<file path="config.mk">
export PLATFORM = sky130hd
export DESIGN_NAME = output_display_flat
export DESIGN_NICKNAME = d
export VERILOG_FILES = /design/src/rtl/display_pkg.sv /design/src/rtl/output_display_if.sv /design/src/rtl/seg7_decode.sv /design/src/rtl/output_display.sv /design/src/flat_wrapper.sv
export SDC_FILE = /design/constraint.sdc
export NUM_CORES = 1
export LEC_CHECK = 0
export BUFFER_PORTS_ARGS = -buffer_cell sky130_fd_sc_hd__buf_2
export CORE_UTILIZATION = 65
export CTS_BUF_LIST = sky130_fd_sc_hd__clkbuf_4 sky130_fd_sc_hd__clkbuf_8
export DETAILED_ROUTE_END_ITERATION = 12
export PLACE_DENSITY_LB_ADDON = 0.05
export SYNTH_ARGS = -nofsm -noshare
export SYNTH_HDL_FRONTEND = slang
export SYNTH_SLANG_ARGS = --single-unit
</file>
<file path="constraint.sdc">
create_clock -name clk -period 3.92 [get_ports clk]
set_clock_uncertainty 0.1 [all_clocks]
set_input_delay 1.176 -clock clk [delete_from_list [all_inputs] [get_ports clk]]
set_output_delay 1.176 -clock clk [all_outputs]
set_load 0.005 [all_outputs]
</file>
<file path="src/rtl/display_pkg.sv">
// Shared types and constants for the OUT-port decimal display.
// Digit codes: 0-9 are decimal digits, DIG_MINUS is the sign, DIG_BLANK is an unlit digit.
package display_pkg;

    typedef enum logic [1:0] {
        StIdle,
        StConvert,
        StCommit
    } state_t;

    typedef logic [3:0] digit_t;

    localparam digit_t DIG_MINUS = 4'hA;
    localparam digit_t DIG_BLANK = 4'hF;

    // Active-low {g,f,e,d,c,b,a}
    localparam logic [6:0] SEG_0     = 7'b1000000;
    localparam logic [6:0] SEG_1     = 7'b1111001;
    localparam logic [6:0] SEG_2     = 7'b0100100;
    localparam logic [6:0] SEG_3     = 7'b0110000;
    localparam logic [6:0] SEG_4     = 7'b0011001;
    localparam logic [6:0] SEG_5     = 7'b0010010;
    localparam logic [6:0] SEG_6     = 7'b0000010;
    localparam logic [6:0] SEG_7     = 7'b1111000;
    localparam logic [6:0] SEG_8     = 7'b0000000;
    localparam logic [6:0] SEG_9     = 7'b0010000;
    localparam logic [6:0] SEG_MINUS = 7'b0111111;
    localparam logic [6:0] SEG_BLANK = 7'b1111111;

endpackage

</file>
<file path="src/rtl/output_display_if.sv">
// Capture-side and display-side signals of the OUT-port display.
// master drives the capture strobe and data bus; slave is the display block.
interface output_display_if;
    logic       out_en;
    logic [7:0] bus;
    logic       signed_mode;
    logic [6:0] seg;
    logic [3:0] an;
    logic       dp;
    logic       busy;
    logic [7:0] value;

    modport master (
        output out_en, bus, signed_mode,
        input  seg, an, dp, busy, value
    );

    modport slave (
        input  out_en, bus, signed_mode,
        output seg, an, dp, busy, value
    );
endinterface

</file>
<file path="src/rtl/seg7_decode.sv">
// Combinational digit-code to active-low seven-segment pattern decoder.
// Codes with no assigned glyph render as blank.
module seg7_decode
    import display_pkg::*;
(
    input  digit_t     digit,
    output logic [6:0] seg
);

    always_comb begin
        seg = SEG_BLANK;
        case (digit)
            4'd0:      seg = SEG_0;
            4'd1:      seg = SEG_1;
            4'd2:      seg = SEG_2;
            4'd3:      seg = SEG_3;
            4'd4:      seg = SEG_4;
            4'd5:      seg = SEG_5;
            4'd6:      seg = SEG_6;
            4'd7:      seg = SEG_7;
            4'd8:      seg = SEG_8;
            4'd9:      seg = SEG_9;
            DIG_MINUS: seg = SEG_MINUS;
            default:   seg = SEG_BLANK;
        endcase
    end

endmodule

</file>
<file path="src/rtl/output_display.sv">
// Captures OUT values, converts them to decimal by double-dabble and drives a
// 4-digit multiplexed seven-segment display that only changes on a completed conversion.
module output_display
    import display_pkg::*;
#(
    parameter int unsigned REFRESH_CYCLES = 100000
) (
    input  logic clk,
    input  logic rst,
    output_display_if.slave dif
);

    localparam int unsigned CntW = (REFRESH_CYCLES > 2) ? $clog2(REFRESH_CYCLES) : 1;

    state_t      state_q, state_d;
    logic        busy;
    logic [7:0]  value_q;
    logic        neg_q;
    logic [19:0] shreg_q, shreg_next, adj;
    logic [2:0]  iter_q;
    logic        pend_valid_q, pend_mode_q;
    logic [7:0]  pend_bus_q;
    digit_t      digit_q [4];
    digit_t      commit_dig [4];

    logic        load, load_mode, load_neg;
    logic [7:0]  load_bus, load_mag;

    logic [CntW-1:0] refresh_q;
    logic [1:0]      index_q;
    logic [6:0]      seg_q, seg_dec;
    logic [3:0]      an_q;

    // A strobe on the commit edge beats the pending slot.
    always_comb begin
        load      = 1'b0;
        load_bus  = dif.bus;
        load_mode = dif.signed_mode;
        unique case (state_q)
            StIdle: load = dif.out_en;
            StCommit: begin
                if (dif.out_en) begin
                    load = 1'b1;
                end else if (pend_valid_q) begin
                    load      = 1'b1;
                    load_bus  = pend_bus_q;
                    load_mode = pend_mode_q;
                end
            end
            default: load = 1'b0;
        endcase
    end

    // Low 8 bits of the 9-bit negate, so 0x80 yields magnitude 128.
    assign load_neg = load_mode & load_bus[7];
    assign load_mag = load_neg ? (~load_bus + 8'd1) : load_bus;

    always_ff @(posedge clk) begin
        if (rst) state_q <= StIdle;
        else     state_q <= state_d;
    end

    always_comb begin
        state_d = state_q;
        unique case (state_q)
            StIdle:    if (load) state_d = StConvert;
            StConvert: if (iter_q == 3'd7) state_d = StCommit;
            StCommit:  state_d = load ? StConvert : StIdle;
            default:   state_d = StIdle;
        endcase
    end

    always_comb begin
        busy = (state_q != StIdle);
    end

    always_comb begin
        adj = shreg_q;
        for (int i = 0; i < 3; i++) begin
            if (adj[8+4*i +: 4] >= 4'd5) adj[8+4*i +: 4] = adj[8+4*i +: 4] + 4'd3;
        end
        shreg_next = {adj[18:0], 1'b0};
    end

    // Leading-zero blanking; the ones digit is always lit.
    always_comb begin
        commit_dig[0] = shreg_q[11:8];
        commit_dig[1] = (shreg_q[19:16] != 4'd0 || shreg_q[15:12] != 4'd0) ? shreg_q[15:12]
                                                                           : DIG_BLANK;
        commit_dig[2] = (shreg_q[19:16] != 4'd0) ? shreg_q[19:16] : DIG_BLANK;
        commit_dig[3] = neg_q ? DIG_MINUS : DIG_BLANK;
    end

    always_ff @(posedge clk) begin
        if (rst) begin
            value_q      <= 8'd0;
            neg_q        <= 1'b0;
            shreg_q      <= 20'd0;
            iter_q       <= 3'd0;
            pend_valid_q <= 1'b0;
            pend_bus_q   <= 8'd0;
            pend_mode_q  <= 1'b0;
            for (int i = 0; i < 4; i++) digit_q[i] <= DIG_BLANK;
        end else begin
            if (load) begin
                value_q <= load_bus;
                neg_q   <= load_neg;
                shreg_q <= {12'd0, load_mag};
                iter_q  <= 3'd0;
            end else if (state_q == StConvert) begin
                shreg_q <= shreg_next;
                iter_q  <= iter_q + 3'd1;
            end
            if (state_q == StCommit) begin
                for (int i = 0; i < 4; i++) digit_q[i] <= commit_dig[i];
            end
            if (state_q == StConvert && dif.out_en) begin
                pend_valid_q <= 1'b1;
                pend_bus_q   <= dif.bus;
                pend_mode_q  <= dif.signed_mode;
            end else if (state_q == StCommit) begin
                pend_valid_q <= 1'b0;
            end
        end
    end

    seg7_decode u_seg7_decode (
        .digit(digit_q[index_q]),
        .seg  (seg_dec)
    );

    always_ff @(posedge clk) begin
        if (rst) begin
            refresh_q <= '0;
            index_q   <= 2'd0;
            seg_q     <= SEG_BLANK;
            an_q      <= 4'hF;
        end else begin
            if (refresh_q == CntW'(REFRESH_CYCLES - 1)) begin
                refresh_q <= '0;
                index_q   <= index_q + 2'd1;
            end else begin
                refresh_q <= refresh_q + 1'b1;
            end
            seg_q <= seg_dec;
            an_q  <= ~(4'b0001 << index_q);
        end
    end

    assign dif.seg   = seg_q;
    assign dif.an    = an_q;
    assign dif.dp    = 1'b1;
    assign dif.busy  = busy;
    assign dif.value = value_q;

endmodule

</file>
<file path="src/flat_wrapper.sv">
// flat-port wrapper written by rule: the top's interface ports become plain ports
module output_display_flat import display_pkg::*;
#(
    parameter int unsigned REFRESH_CYCLES = 100000
)
  (clk, rst, dif_out_en, dif_bus, dif_signed_mode, dif_seg, dif_an, dif_dp, dif_busy, dif_value);
  output_display_if dif_i ();
  input  logic clk;
  input  logic rst;
  input wire logic [$bits(dif_i.out_en)-1:0] dif_out_en;
  input wire logic [$bits(dif_i.bus)-1:0] dif_bus;
  input wire logic [$bits(dif_i.signed_mode)-1:0] dif_signed_mode;
  output wire logic [$bits(dif_i.seg)-1:0] dif_seg;
  output wire logic [$bits(dif_i.an)-1:0] dif_an;
  output wire logic [$bits(dif_i.dp)-1:0] dif_dp;
  output wire logic [$bits(dif_i.busy)-1:0] dif_busy;
  output wire logic [$bits(dif_i.value)-1:0] dif_value;
  assign dif_i.out_en = dif_out_en;
  assign dif_i.bus = dif_bus;
  assign dif_i.signed_mode = dif_signed_mode;
  assign dif_seg = dif_i.seg;
  assign dif_an = dif_i.an;
  assign dif_dp = dif_i.dp;
  assign dif_busy = dif_i.busy;
  assign dif_value = dif_i.value;
  output_display #(.REFRESH_CYCLES(REFRESH_CYCLES)) u_core (.clk(clk), .rst(rst), .dif(dif_i));
endmodule
</file>
# [After elaboration in Yosys (flattened, before gate mapping)]
# Memory sizes are Yosys's and may differ from the RTL's. A register that Yosys moved wholly into a read port is not among the register bits.
# Index checks and enable logic that the tools add are counted.
[word_totals] register_bits=67 ram_bits=16 rom_bits=112 in_bits=12 output_inout_bits=21 wordCells=84 memories=2
[memory_table] memory="(name not given)" words=16 word_bits=7 read_ports=1 rd_clocked_by_memory_dff=1 write_ports=0 line="seg7_decode.sv:12" text="case (digit)"
[memory_table] memory="u_core.digit_q" words=4 word_bits=4 read_ports=1 rd_clocked_by_memory_dff=1 write_ports=4 line="output_display.sv:23" text="digit_t digit_q [4];"
[op_classes] add_sub_neg=7 order_cmp=3 eq_ne=6 shift=1 n_mux=35 bitwise=7 reduce_logical=11
[op_table] cell="8-bit 2-to-1 mux" count=6
[op_table] cell="4-bit 2-to-1 mux" count=8
[op_table] cell="17-bit by 1-bit adder with 17-bit output, second input constant" count=1
[op_table] cell="17-bit equality test, second input constant" count=1
[op_table] cell="1-bit 2-to-1 mux" count=13
[op_table] cell="4-bit by 3-bit >= comparator with 1-bit output, second input constant" count=3
[op_table] cell="4-bit by 2-bit adder with 4-bit output, second input constant" count=2
[op_table] cell="8-bit by 1-bit adder with 8-bit output, second input constant" count=1
[op_table] cell="2-bit 2-to-1 mux" count=4
[op_table] cell="8-bit NOT" count=1
[op_table] cell="4-bit nonzero test" count=2
[op_table] cell="3-bit 2-to-1 mux" count=2
[op_table] cell="2-bit case mux with 3 select lines" count=1
[op_table] cell="2-bit nonzero test" count=3
[op_table] cell="2-bit by 1-bit inequality test with 1-bit output, second input constant" count=2
[op_table] cell="4-bit NOT" count=1
[op_table] cell="1-bit bitwise OR" count=4
[op_table] cell="2-bit OR reduction" count=2
[op_table] cell="1-bit by 2-bit << shifter with 4-bit output, first input constant" count=1
[op_table] cell="3-bit by 1-bit adder with 3-bit output, second input constant" count=1
[op_table] cell="3-bit by 2-bit adder with 3-bit output, second input constant" count=1
[op_table] cell="3-bit equality test, second input constant" count=1
[op_table] cell="2-bit by 1-bit adder with 2-bit output, second input constant" count=1
[op_table] cell="2-bit by 1-bit equality test with 1-bit output, second input constant" count=1
[op_table] cell="7 further kinds" count=7

# [Logic depth before layout (Yosys ltp)]
[depth] ltp_word=7 ltp_mapped=9 ltp_nobuf=8

# [Cells and area by module]
# From an unflattened synthesis, not the netlist that was laid out.
[hier_totals] hier_cells=483 area_unflattened_um2=4355.4
[by_module_without_submodules] module="output_display" n_inst=1 cells_each=450 area_each_um2=4131.5 seq_area_each_um2=1911.8
[by_module_without_submodules] module="seg7_decode" n_inst=1 cells_each=33 area_each_um2=224.0 seq_area_each_um2=0.0

# [Worst setup path before layout]
# OpenSTA, ideal clock, no wires.
[synth_path] kind="input to register" start="input port dif_out_en" end="register u_core.shreg_q[2]" setup_ns=0.142 arrival_time_ns=2.778 required_time_ns=3.678 path_slack_ns=0.900 stages=9 path_buffers=1 cell_sequence="and4bb_2 > buf_2 > mux2i_1 > ha_1 > nand3b_1 > xor2_1 > nor2_1 > a211oi_1 > a311oi_1"
[synth_via] elab_chain_cells=6 elab_cells_between_ends=12 classes_between="add/sub (1); mux (8); bitwise (2); reduce/logical (1)"
[synth_rtl] item="start, declared" line="flat_wrapper.sv:10" text="input wire logic [$bits(dif_i.out_en)-1:0] dif_out_en;"
[synth_rtl] item="8-bit 2-to-1 mux" line="output_display.sv:42" text="if (dif.out_en) begin"
[synth_rtl] item="8-bit 2-to-1 mux" line="output_display.sv:39" text="unique case (state_q)"
[synth_rtl] item="8-bit NOT" line="output_display.sv:56" text="assign load_mag = load_neg ? (~load_bus + 8'd1) : load_bus;"
[synth_rtl] item="8-bit by 1-bit adder with 8-bit output" line="output_display.sv:56"
[synth_rtl] item="8-bit 2-to-1 mux" line="output_display.sv:56"
[synth_rtl] item="8-bit 2-to-1 mux" line="output_display.sv:105" text="if (load) begin"
[synth_rtl] item="end signal, assigned" line="output_display.sv:108" text="shreg_q <= {12'd0, load_mag};"
[synth_rtl] item="end signal, assigned" line="output_display.sv:111" text="shreg_q <= shreg_next;"
[synth_rtl] item="end, declared" line="output_display.sv:19" text="logic [19:0] shreg_q, shreg_next, adj;"
# Parallel ways exist; a longest one is shown, timed or not.
# A chain may end at the register's enable or synchronous reset.

# [Worst setup path in the final report]
# Ends and elaborated chain as after synthesis.

==> results.toml <==
[status]
status = "completed"

[logic_synthesis]
synth_edf_count = 13
synth_top_area_share = 0.362
synth_cells = 461
yosysWarnings = 0
yosysTopAreaCell = "dfxtp_1"
synth_area_um2 = 4200
synth.yosys.seq_area_share = 0.455
synth.area.top_cells = "dfxtp_1, edfxtp_1, ha_1"
syn_avg_cell_area_um2 = 9.11
syn_nets = 493
synth-async-reset-ratio = 0
ys.flop_type = "dfxtp_1"
synth-seq-cells = 89
netlist-cell-type-count = 45

[clock_network]
clkTransAtPathRegs_ns = 0.08
root_buffer = "clkbuf_8"
cts_setup_buffers = 0
cts_buffer_depth = 2
cts_buffers = 9
clkSinkCount = 89
cts_max_level = 3
hold_buffers = 0
cts_resized = 0
cts_tree = "done"
clock_latency_ns = 0.35

[sta]
finalSetupViolCount = 0
layout_setup_ws_ns = 0.961
period_needed_ns = 2.96
worst_slew_pin_slew_ns = 0.977
slew_headroom = 0.349
fin_crit_sh = 0.755
fmax_mhz = 338
hold_viol = 0
slew_viol_final = 0
rsz0062_at_grt = "false"
fin_tns_setup_ns = 0

[critical_path]
reg2reg_depth = 8
cp-start-kind = "input port"
endpoint_kind = "flip-flop"
path_class = "in2reg"
crit_required_ns = 4.04
crit_path_max_fanout = 11
crit_arrival_ns = 3.08

[global_route]
met1_usage = 0.307
met2_usage = 0.379
use_met3 = 0.0604
grt_max_degree = 27
grt_usage = 0.238
antenna_found_initial = 0
top_usage_layer = "met2"
grt_pass1_wl_um = 12200
grt_pass1_vias = 2762
overflow = 0

[cells_and_area]
layout_common_cells = "dfxtp_1, nor2_1, nand2_1, a21oi_1, buf_2"
drive_gt1_frac = 0.131
n_antenna_cell = 0
nFillCells = 453
final_common_cell = "dfxtp_1"
nets = 517
area_growth_pct = 8.79

[placed_design]
portBuffers = 31
pre_cts_ws_ns = 0.598
gp_congestion = 0.892
place_hpwl_um = 5170

[routing]
wl_per_cell_um = 13.1
ant_nets = 0
drc_errors = 0
vias = 3166
drt_iter0_markers = 92
dr.pass1.iters = 4
wirelength_um = 7390
vias_per_cell = 5.60

[die]
io_pins = 33
core-area_um2 = 6060
die_h_um = 82.4
num_rows = 28
fp.dieArea_um2 = 6780
initial_core_util = 0.693
die_w_um = 82.4

[pwr]
cellLeakagePower_nw = 1.70
power.density_nw_per_um2 = 381
peakVddDrop_mv = 0.315

[worst_hold_path]
hold_class = "reg2reg"
holdPathStages = 2

[run]
maxCapViolations = 0
-- through the flow --
step	hold slack, ns	util	std cells	instance area [um^2]	total power (W)
CTS	0.361	0.754	565	4570	0.00175
global route	0.389	0.754	565	4570	0.00181
global placement	0.338	0.720	549	4360	0.00112
floorplan	0.330	-	461	4200	0.00108
finish	0.356	0.754	565	4570	0.00174
detailed placement	0.346	0.720	549	4360	0.00112
-- synth_stat cells, drive strengths merged (2+ instances only) --
cell / n
a211oi: 13
a21oi: 35
a311oi: 5
a31o: 3
and4: 2
buf: 8
clkbuf: 14
dfxtp: 76
edfxtp: 13
ha: 20
inv: 14
mux2: 3
mux2i: 22
mux4: 2
nand2: 55
nand2b: 18
nand3: 12
nand4: 3
nor2: 65
nor2b: 2
nor3: 8
nor3b: 3
o21a: 3
o21ai: 10
o22ai: 2
or2: 4
or3: 5
or4: 4
xnor2: 15
xor2: 13
-- worst max-delay path, cell delays in order --
cell      delay [ns]
buf_2           0.12
and4bb_2        0.51
mux2i_1         0.33
ha_1            0.29
nand3b_1        0.14
xor2_1          0.16
nor2_1          0.06
a211oi_1        0.23
a311oi_1        0.07
-- logic make-up after synthesis --
group                    synth area share
XOR/XNOR                           0.0584
multiplexers                       0.0712
adder cells (fa/ha/maj)            0.0596
AO/OA/AOI/OAI                       0.110
AND/OR/NAND/NOR                     0.204
buffers and inverters              0.0399
other                            0.000893
flip-flops                          0.455
-- metal layers --
| layer | part of all wire | vias to the layer above |
|---|---|---|
| met4 | 0.015 | 0 |
| li1 | - | 1622 |
| met5 | 0 | - |
| met2 | 0.46 | 63 |
| met1 | 0.49 | 1469 |
| met3 | 0.037 | 12 |
-- final cells by class --
cell class              count  area [um^2]  share of cell area
clock buffers              12          153              0.0334
clock inverters             4         52.6              0.0115
inverters                  14         52.6              0.0115
multi-input cells         336         2120               0.464
flip-flops and latches     89         1910               0.419
well taps                  75         93.8              0.0205
repair buffers             35          185              0.0405
-- power breakdown --
group	internal (W)	switching, W
logic	0.0000534	0.0000822
clock network	0.000329	0.000311
registers	0.000949	0.0000180
-- final timing paths --
check,from,to,slack (ns)
max,dif_out_en,u_core.shreg_q[2]$_SDFFE_PP0P_,0.96
min,u_core.shreg_q[7]$_SDFFE_PP0P_,u_core.shreg_q[8]$_SDFFE_PP0N_,0.36
max reg2reg,u_core.state_q[1]$_SDFFE_PP0P_,u_core.shreg_q[2]$_SDFFE_PP0P_,1.54
min reg2reg,u_core.shreg_q[7]$_SDFFE_PP0P_,u_core.shreg_q[8]$_SDFFE_PP0N_,0.36
-- flip-flops by register name, indices dropped and copies added (netlist names), named ones only --
name	cells
u_core.shreg_q	20
u_core.refresh_q	17
u_core.digit_q	13
u_core.dif.value	8
u_core.pend_bus_q	8
u_core.dif.seg	7
u_core.dif.an	4
u_core.iter_q	3
u_core.index_q	2
u_core.state_q	2
u_core.neg_q	1
u_core.pend_mode_q	1
u_core.pend_valid_q	1
Note: power is estimated with default switching activity, not from simulation.
